`config.mk`:
```
export PLATFORM = sky130hd
export DESIGN_NAME = dmem_arbiter
export DESIGN_NICKNAME = d
export VERILOG_FILES = /design/src/rtl/dmem_arbiter.sv
export SDC_FILE = /design/constraint.sdc
export NUM_CORES = 1
export LEC_CHECK = 0
export ABC_AREA = 0
export BUFFER_PORTS_ARGS = -buffer_cell sky130_fd_sc_hd__buf_2
export CAP_MARGIN = 0
export CORE_AREA = 2 2 107 109
export CTS_CLUSTER_DIAMETER = 50
export DETAILED_ROUTE_END_ITERATION = 12
export DIE_AREA = 0 0 109 111
export GPL_ROUTABILITY_DRIVEN = 0
export HOLD_SLACK_MARGIN = 0.08
export PLACE_DENSITY = 0.63
export SETUP_SLACK_MARGIN = 0.5
export SLEW_MARGIN = 30
export SYNTH_ARGS = -nofsm -noshare
export SYNTH_HDL_FRONTEND = slang
export SYNTH_SLANG_ARGS = --single-unit
```
`constraint.sdc`:
```
create_clock -name clk_in -period 3.17 [get_ports clk_in]
set_clock_uncertainty 0.2 [all_clocks]
set_input_delay 0.317 -clock clk_in [delete_from_list [all_inputs] [get_ports clk_in]]
set_output_delay 0.317 -clock clk_in [all_outputs]
set_load 0.01 [all_outputs]
```
`src/rtl/dmem_arbiter.sv`:
```
// Two-master round-robin arbiter for the shared data-memory port.
// It maps byte addresses to word indices and rejects misaligned or out-of-range accesses.
module dmem_arbiter #(
  parameter logic [31:0] ADDR_BASE = 32'h10010000,
  parameter int          IDX_W     = 11,
  parameter int          MAX_HOLD  = 8
) (
  input  logic             clk_in,
  input  logic             reset,
  input  logic             m0_req,
  input  logic             m0_we,
  input  logic [31:0]      m0_addr,
  input  logic [31:0]      m0_wdata,
  output logic             m0_gnt,
  output logic [31:0]      m0_rdata,
  output logic             m0_err,
  input  logic             m1_req,
  input  logic             m1_we,
  input  logic [31:0]      m1_addr,
  input  logic [31:0]      m1_wdata,
  output logic             m1_gnt,
  output logic [31:0]      m1_rdata,
  output logic             m1_err,
  output logic             dm_r,
  output logic             dm_w,
  output logic [IDX_W-1:0] dm_addr,
  output logic [31:0]      dm_wdata,
  input  logic [31:0]      dm_rdata
);

  typedef enum logic [1:0] {
    IDLE = 2'd0,
    OWN0 = 2'd1,
    OWN1 = 2'd2
  } state_t;

  localparam logic [32:0] SPAN     = 33'd4 << IDX_W;
  localparam logic [3:0]  HOLD_MAX = 4'(MAX_HOLD);

  state_t      st_q, st_d;
  logic        last_q, last_d;
  logic [3:0]  hold_q, hold_d;

  logic        sel_s;
  logic        own_s;
  logic        cur_req_s;
  logic        cur_we_s;
  logic [31:0] cur_addr_s;
  logic [31:0] cur_wdata_s;
  logic        oth_req_s;
  logic [31:0] off_s;
  logic        err_s;
  logic        grant_s;
  logic        ok_s;
  logic [3:0]  hold_inc_s;

  // Owner mux, address mapping and access checks
  always_comb begin
    sel_s       = (st_q == OWN1);
    own_s       = (st_q == OWN0) || (st_q == OWN1);
    cur_req_s   = sel_s ? m1_req   : m0_req;
    cur_we_s    = sel_s ? m1_we    : m0_we;
    cur_addr_s  = sel_s ? m1_addr  : m0_addr;
    cur_wdata_s = sel_s ? m1_wdata : m0_wdata;
    oth_req_s   = sel_s ? m0_req   : m1_req;
    off_s       = cur_addr_s - ADDR_BASE;
    err_s       = (cur_addr_s[1:0] != 2'b00) || (cur_addr_s < ADDR_BASE) ||
                  ({1'b0, off_s} >= SPAN);
    grant_s     = own_s && cur_req_s && !reset;
    ok_s        = grant_s && !err_s;
    if (hold_q >= HOLD_MAX) begin
      hold_inc_s = HOLD_MAX;
    end else begin
      hold_inc_s = hold_q + 4'd1;
    end
  end

  // Drive both masters and the memory port; everything is zero while in reset
  always_comb begin
    m0_gnt   = 1'b0;
    m1_gnt   = 1'b0;
    m0_err   = 1'b0;
    m1_err   = 1'b0;
    m0_rdata = 32'd0;
    m1_rdata = 32'd0;
    dm_r     = 1'b0;
    dm_w     = 1'b0;
    dm_addr  = '0;
    dm_wdata = 32'd0;
    if (grant_s) begin
      m0_gnt = !sel_s;
      m1_gnt = sel_s;
      m0_err = !sel_s && err_s;
      m1_err = sel_s && err_s;
    end else begin
      m0_gnt = 1'b0;
      m1_gnt = 1'b0;
    end
    if (ok_s) begin
      dm_r     = !cur_we_s;
      dm_w     = cur_we_s;
      dm_addr  = off_s[IDX_W+1:2];
      dm_wdata = cur_wdata_s;
      m0_rdata = sel_s ? 32'd0 : dm_rdata;
      m1_rdata = sel_s ? dm_rdata : 32'd0;
    end else begin
      dm_r = 1'b0;
      dm_w = 1'b0;
    end
  end

  // Next-state: round-robin ownership with bounded hold while the other master waits
  always_comb begin
    st_d   = st_q;
    last_d = last_q;
    hold_d = hold_q;
    case (st_q)
      IDLE: begin
        hold_d = 4'd0;
        if (m0_req && m1_req) begin
          st_d = last_q ? OWN0 : OWN1;
        end else if (m0_req) begin
          st_d = OWN0;
        end else if (m1_req) begin
          st_d = OWN1;
        end else begin
          st_d = IDLE;
        end
      end
      OWN0, OWN1: begin
        if (oth_req_s && (!cur_req_s || (hold_inc_s >= HOLD_MAX))) begin
          st_d   = sel_s ? OWN0 : OWN1;
          hold_d = 4'd0;
          last_d = sel_s;
        end else if (!cur_req_s) begin
          st_d   = IDLE;
          hold_d = 4'd0;
          last_d = sel_s;
        end else begin
          hold_d = hold_inc_s;
        end
      end
      default: begin
        st_d   = IDLE;
        hold_d = 4'd0;
        last_d = 1'b1;
      end
    endcase
  end

  // State registers; master 0 wins the first tie after reset
  always_ff @(posedge clk_in) begin
    if (reset) begin
      st_q   <= IDLE;
      last_q <= 1'b1;
      hold_q <= 4'd0;
    end else begin
      st_q   <= st_d;
      last_q <= last_d;
      hold_q <= hold_d;
    end
  end

endmodule

```
==> reports/results.tsv, run 1 <==
metric	value	unit
Startpoint Class	flop	
drt drc	0	
# nets final	720	
Post-DP Area	0.00379	sq mm
Fin. Hold Viols	0	
Detailed Route Iter0 Violations	175	
period utilization	0.918	
Port Buffers	278	
Cell Rows	39	
Seq pwr share	0.149	
later-pin clock latency in the skew report	0.24	ns
fmax	344	MHz
CTS H-tree lvls	1	
Final Setup Violations	0	
residual overflow from global routing	0	
DR vias	3560	
Critical Path AT	2.39	ns
non-filler instance count after layout	692	
DIE WIDTH	109	um
worst hold start	reset	
Avg Inst Size Synth	8.50	sq um
area leader, netlist	and4_1	
clock network power share	0.341	
post-synthesis mux area share	0.207	
part of the Yosys area used for sequential elements	0.0613	
Critical Path RT	2.65	ns
detailed placement HPWL	8060	um
CP endpoint kind	output pin	
Clk pin slew, worst setup/hold paths	0.04	ns
clock buffer count from CTS	3	
Fillers	1107	
Setup CP Type	reg2out	
peak supply drop	0.000252	V
initial antenna violation count	2	
main combinational cell family by area after synthesis	simple AND/OR/NAND/NOR gates	
most common cell after layout, fill and taps aside	buf_2	
Starting Density	0.206	
Synth Area in Adders	0.0328	
Leak	2.30	nW
TritonCTS clock tree	yes	
top-area cell type share of the netlist area	0.241	
Simple-Gate Fraction of Synth Area	0.544	
Synth Area in Compound Gates	0.0498	
area grow syn2layout	103	%
hold crit path type	in2reg	
layout cells sized above 1	0.698	
first-pass GRT wire length	15800	um
DIE HEIGHT	111	um
pin count of the biggest net entering global routing	65	
max incr delay on CP	0.47	ns
TritonRoute pass-1 iters	4	
root buffer cell	clkbuf_16	
register bit total from synthesis	7	
setup ws final	0.261	ns
r2r setup slk	0.79	ns
P_sw	0.236	mW
Hold Path End	st_q[0]$_SDFFE_PP0N_	
commonest cells after routing, fill and taps aside	276 x buf_2, 60 x and4_1, 45 x mux2i_1	
cell area after layout	0.00464	sq mm
Tot GR Track Use	0.162	
Async SR Flop Fraction	0	
core area	0.0111	sq mm
vias in the first global route	3256	
pre-CTS setup slack	0.197	ns
die area	0.0121	sq mm
CTS max path bufs	2	
post-synth cell types	37	
Buf/Inv on CP	4	
family with the most delay on the worst path	simple AND/OR/NAND/NOR gates	
dpl cells	659	
Max FO, Critical Path	11	
Vias/cell	5.14	
Rel. slew slack	0.652	
post-synth net total	441	
status	complete, no violations	
Post-synth EDFFs	0	
clock sinks	7	
worst hold path stage count	2	
Ports	279	
FF-to-FF Start	st_q[0]$_SDFFE_PP0N_	
Tmin final	2.91	ns
Worst Tran Pin Value	0.519	ns
ANT nets after route	0	
worst hold slack	0.113	ns
synth warn	0	
setup TNS	0	ns
max cap viols	0	
Net Sw Frac	0.361	
Main synth FF type	dfxtp_1	
Int Pwr	0.419	mW
combinational power share	0.510	
Syn Inst Count	269	
RSZ-0062 raised after global routing	true	
WL/cell	17.6	um
CTS Hold Buffers Added	0	
Post-Synth XOR/XNOR Area	0.00383	
synthesized area	0.00229	sq mm
Pwr per Cell Area	141	mW/mm^2
CP cell instances	inv_2, ha_4, or4bb_4, o22ai_4, nand4_1, buf_8, clkbuf_16, nor4_1, buf_2	
max-slew violation count	0	
Area contributors post-synth	and4_1 24%, mux2i_1 20%, nor4_2 16%	
Reg-to-Reg End	last_q$_SDFFE_PP1P_	
R2R depth	8	
final wirelength	12200	um
Critical Path Slowest Stage Cell	or4bb_4	
cells in the mapped netlist, drive strengths merged, types with 2 or more instances:
master and n:
a21oi 5, a22o 2, and4 63, buf 23, clkbuf 18, dfxtp 7, ha 6, inv 8
mux2 2, mux2i 45, nand2 4, nand3b 2, nand4b 2, nor2 6, nor2b 2, nor3 3
nor4 50, nor4b 5, or4b 2
power groups by stage:
stage	sequential, mW	clock (mW)	combinational [mW]
final	0.0977	0.223	0.334
after global placement	0.0984	0	0.276
after floorplan	0.0973	0	0.145
after global routing	0.0982	0.233	0.363
after detailed placement	0.0990	0	0.284
after CTS	0.0976	0.227	0.310
through the flow:
step                total power, mW   util
floorplan                     0.242      -
global placement              0.374  0.342
detailed placement            0.383  0.342
CTS                           0.634  0.375
global route                  0.694  0.419
finish                        0.655  0.419
layer usage:
| layer | track usage | routed length, um |
|---|---|---|
| met5 | 0 | 0 |
| met4 | 0.0342 | 233 |
| met3 | 0.0135 | 950 |
| met2 | 0.312 | 6010 |
| met1 | 0.190 | 4960 |
final cells by class:
type	instances	area, sq um	area share
multi-input cells	213	2230	0.481
repair buffers	313	1950	0.420
well taps	143	179	0.0386
flip-flops and latches	7	143	0.0308
clock buffers	3	75.1	0.0162
inverters	8	37.5	0.00809
repair inverters	2	15.0	0.00324
clock inverters	1	5.00	0.00108
diodes	2	5.00	0.00108
worst max path at each step:
stage | from | end | slack (ns) | cells after the start
after floorplan | st_q[0]$_SDFFE_PP0N_ | dm_addr[0] | 0.55 | 8
after global placement | st_q[0]$_SDFFE_PP0N_ | m0_rdata[19] | 0.31 | 9
after detailed placement | st_q[0]$_SDFFE_PP0N_ | m0_rdata[21] | 0.20 | 9
after CTS | st_q[0]$_SDFFE_PP0N_ | dm_wdata[24] | 0.32 | 9
after global routing | st_q[0]$_SDFFE_PP0N_ | dm_wdata[24] | 0.18 | 9
final | st_q[0]$_SDFFE_PP0N_ | dm_wdata[1] | 0.26 | 9
repair_timing:
action                                 in CTS  in global routing
gates resized for setup                    32                 38
pin swaps                                   6                 43
endpoints found under the hold margin       0                  0
setup buffers                               6                  6
setup endpoints to repair                 112                113
gates cloned                                4                 11
state kept, by name (all words and copies together), names as in the netlist:
name and count:
hold_q 4, st_q 2, last_q 1
cells by family (layout without fill, tap and decap cells):
kind of cell               Yosys count  in the layout
muxes                               47             47
xor gates and xnor gates             1              1
other                                0              2
and+or+nand+nor                    143            143
buffers and inverters               49            327
DFF                                  7              7
AOI/OAI and AO/OA                   16             16
adders and majority gates            6              6
No activity file was read; power rests on OpenSTA's default activity.
==> inputs of run 2 (changes only) <==
Settings changed: CORE_AREA 2 2 107 109 to 4 4 106 108, DIE_AREA 0 0 109 111 to 0 0 110 112, MAX_ROUTING_LAYER from default to met4, PLACE_DENSITY 0.63 to 0.65.
==> run 2 against run 1 <==
- global-route usage grew 2.1 points
- critical endpoint is now dm_wdata[15]
- total power fell by 16%
- sequential power hardly changed
- highest routed layer unchanged
==> reports/results.tsv, run 2 (same netlist as run 1, synthesis figures left out) <==
metric	value	unit	change
hold crit path type	in2reg		
sequential cell area	143	sq um	unchanged
Fin. Hold Viols	0		unchanged
Setup CP Type	reg2out		
DR vias	3493		-1.9%
Startpoint Class	flop		
root buffer cell	clkbuf_8		
DIE WIDTH	110	um	+0.92%
multi-input combinational cell area	0.00216	sq mm	-3.2%
Ports	279		unchanged
fmax	352	MHz	+2.4%
residual overflow from global routing	0		unchanged
max reg flops	4		unchanged
area grow syn2layout	99.1	%	
clock buffer count from CTS	3		unchanged
Worst Tran Pin Value	0.858	ns	+0.338 ns
Critical Path RT	2.65	ns	about the same
status	complete, no violations		
pin count of the biggest net entering global routing	65		unchanged
initial antenna violation count	0		-2
RSZ-0062 raised after global routing	true		
Critical Path Slowest Stage Cell	or4bb_1		
non-filler instance count after layout	684		-1.2%
final wirelength	12500	um	+3.2%
later-pin clock latency in the skew report	0.22	ns	-0.02 ns
period utilization	0.896		-0.0219
max-slew violation count	0		unchanged
Pwr per Cell Area	121	mW/mm^2	-14%
dpl cells	648		-1.7%
max incr delay on CP	0.43	ns	-0.04 ns
CTS H-tree lvls	1		unchanged
die area	0.0123	sq mm	+1.8%
Cell Rows	37		-5.1%
core area	0.0102	sq mm	-7.6%
DIE HEIGHT	112	um	+0.90%
Fillers	1032		-6.8%
CP cell instances	inv_2, ha_4, or4bb_1, o22ai_2, nand4_1, buf_8, buf_12, buf_16, nor4_2, buf_2		
r2r setup slk	0.64	ns	-0.15 ns
family with the most delay on the worst path	buffers and inverters		
clock sinks	7		unchanged
detailed placement HPWL	8510	um	+5.6%
Port Buffers	278		unchanged
Critical Path AT	2.32	ns	-0.07 ns
Leak	2.26	nW	-1.7%
WL/cell	18.3	um	+4.4%
layout cells sized above 1	0.688		-0.0104
TritonCTS clock tree	yes		
# nets final	721		+0.14%
ANT nets after route	0		unchanged
Clk pin slew, worst setup/hold paths	0.04	ns	about the same
first-pass GRT wire length	17600	um	+11%
Top reg by flops	hold_q		
most common cell after layout, fill and taps aside	buf_2		
CP endpoint kind	output pin		
Vias/cell	5.11		-0.73%
Final Setup Violations	0		unchanged
CTS max path bufs	2		unchanged
Tot GR Track Use	0.183		+0.0206
max cap viols	0		unchanged
worst hold slack	0.113	ns	+0.000477 ns
Detailed Route Iter0 Violations	189		+8.0%
Tmin final	2.84	ns	-0.0693 ns
Max FO, Critical Path	8		-3
TritonRoute pass-1 iters	4		unchanged
drt drc	0		unchanged
commonest cells after routing, fill and taps aside	278 x buf_2, 62 x and4_1, 45 x mux2i_1		
Rel. slew slack	0.428		-0.224
diode count	0		-2
Buf/Inv on CP	5		+1
leading registers by flop count	hold_q: 4 flops, st_q: 2 flops, last_q: 1 flops		
peak supply drop	0.000223	V	-11%
vias in the first global route	3360		+3.2%
setup TNS	0	ns	unchanged
Starting Density	0.224		+0.0171
==> run 2: cell count changes in the layout (fill, tap and decap cells not counted), sizes merged <==
cell and change:
buf +3, diode -2, clkbuf -1, clkinv -1
==> run 2: path summary, 6_finish.rpt <==
path / endpoint / cells past startpoint / start
worst max-delay path: dm_wdata[15] / 10 / st_q[0]$_SDFFE_PP0N_
worst min-delay path: st_q[0]$_SDFFE_PP0N_ / 2 / reset
worst max register to register: last_q$_SDFFE_PP1P_ / 8 / st_q[0]$_SDFFE_PP0N_
worst min register to register: hold_q[1]$_SDFF_PP0_ / 1 / hold_q[3]$_SDFF_PP0_
==> run 2: what timing repair did <==
| item | 4_1_cts | 5_1_grt |
|---|---|---|
| buffers inserted | 16 | 2 |
| hold buffers | 0 | 0 |
| pin swaps | 21 | 0 |
| resized for setup | 46 | 10 |
| gates cloned | 10 | 4 |
| endpoints found under the setup margin | 114 | 113 |
==> run 2: routing by layer <==
layer | wire (um) | share of wire | GRT usage | up-vias
met5 | 0 | 0 | - | -
met4 | 74 | 0.0059 | 0.0200 | 0
met3 | 955 | 0.076 | 0.0214 | 10
met2 | 6600 | 0.53 | 0.336 | 162
met1 | 4920 | 0.39 | 0.216 | 1656
li1 | - | - | - | 1665
==> run 2: final cells by class <==
| class | count | share of cell area |
|---|---|---|
| Multi-Input combinational cell | 213 | 0.474 |
| Clock buffer | 4 | 0.00989 |
| Tap cell | 136 | 0.0374 |
| Timing Repair Buffer | 314 | 0.435 |
| Sequential cell | 7 | 0.0313 |
| Timing Repair inverter | 2 | 0.00330 |
| Inverter | 8 | 0.00879 |
==> run 2: metrics by stage <==
step                instance area [sq um]  worst slack (ns)  utilization  total power [mW]
floorplan                            2290             0.551            -             0.242
global placement                     3750             0.342        0.366             0.372
detailed placement                   3750             0.256        0.366             0.380
CTS                                  4390             0.379        0.429             0.544
global route                         4550             0.214        0.445             0.592
finish                               4550             0.330        0.445             0.550
==> run 2: power breakdown <==
group | switching [mW] | internal, mW | leakage, nW
clock | 0.0357 | 0.0867 | 0.0228
combinational | 0.170 | 0.160 | 2.18
sequential | 0.00421 | 0.0933 | 0.0576
total | 0.210 | 0.340 | 2.26
==> run 2: worst reg2reg max path, stage by stage, from the launching register on <==
cell and delay (ns):
dfxtp_2 0.31, inv_2 0.07, ha_4 0.17, buf_4 0.15, clkbuf_8 0.40, mux2i_1 0.23, o211a_1 0.29, or4b_1 0.48
o31a_1 0.12
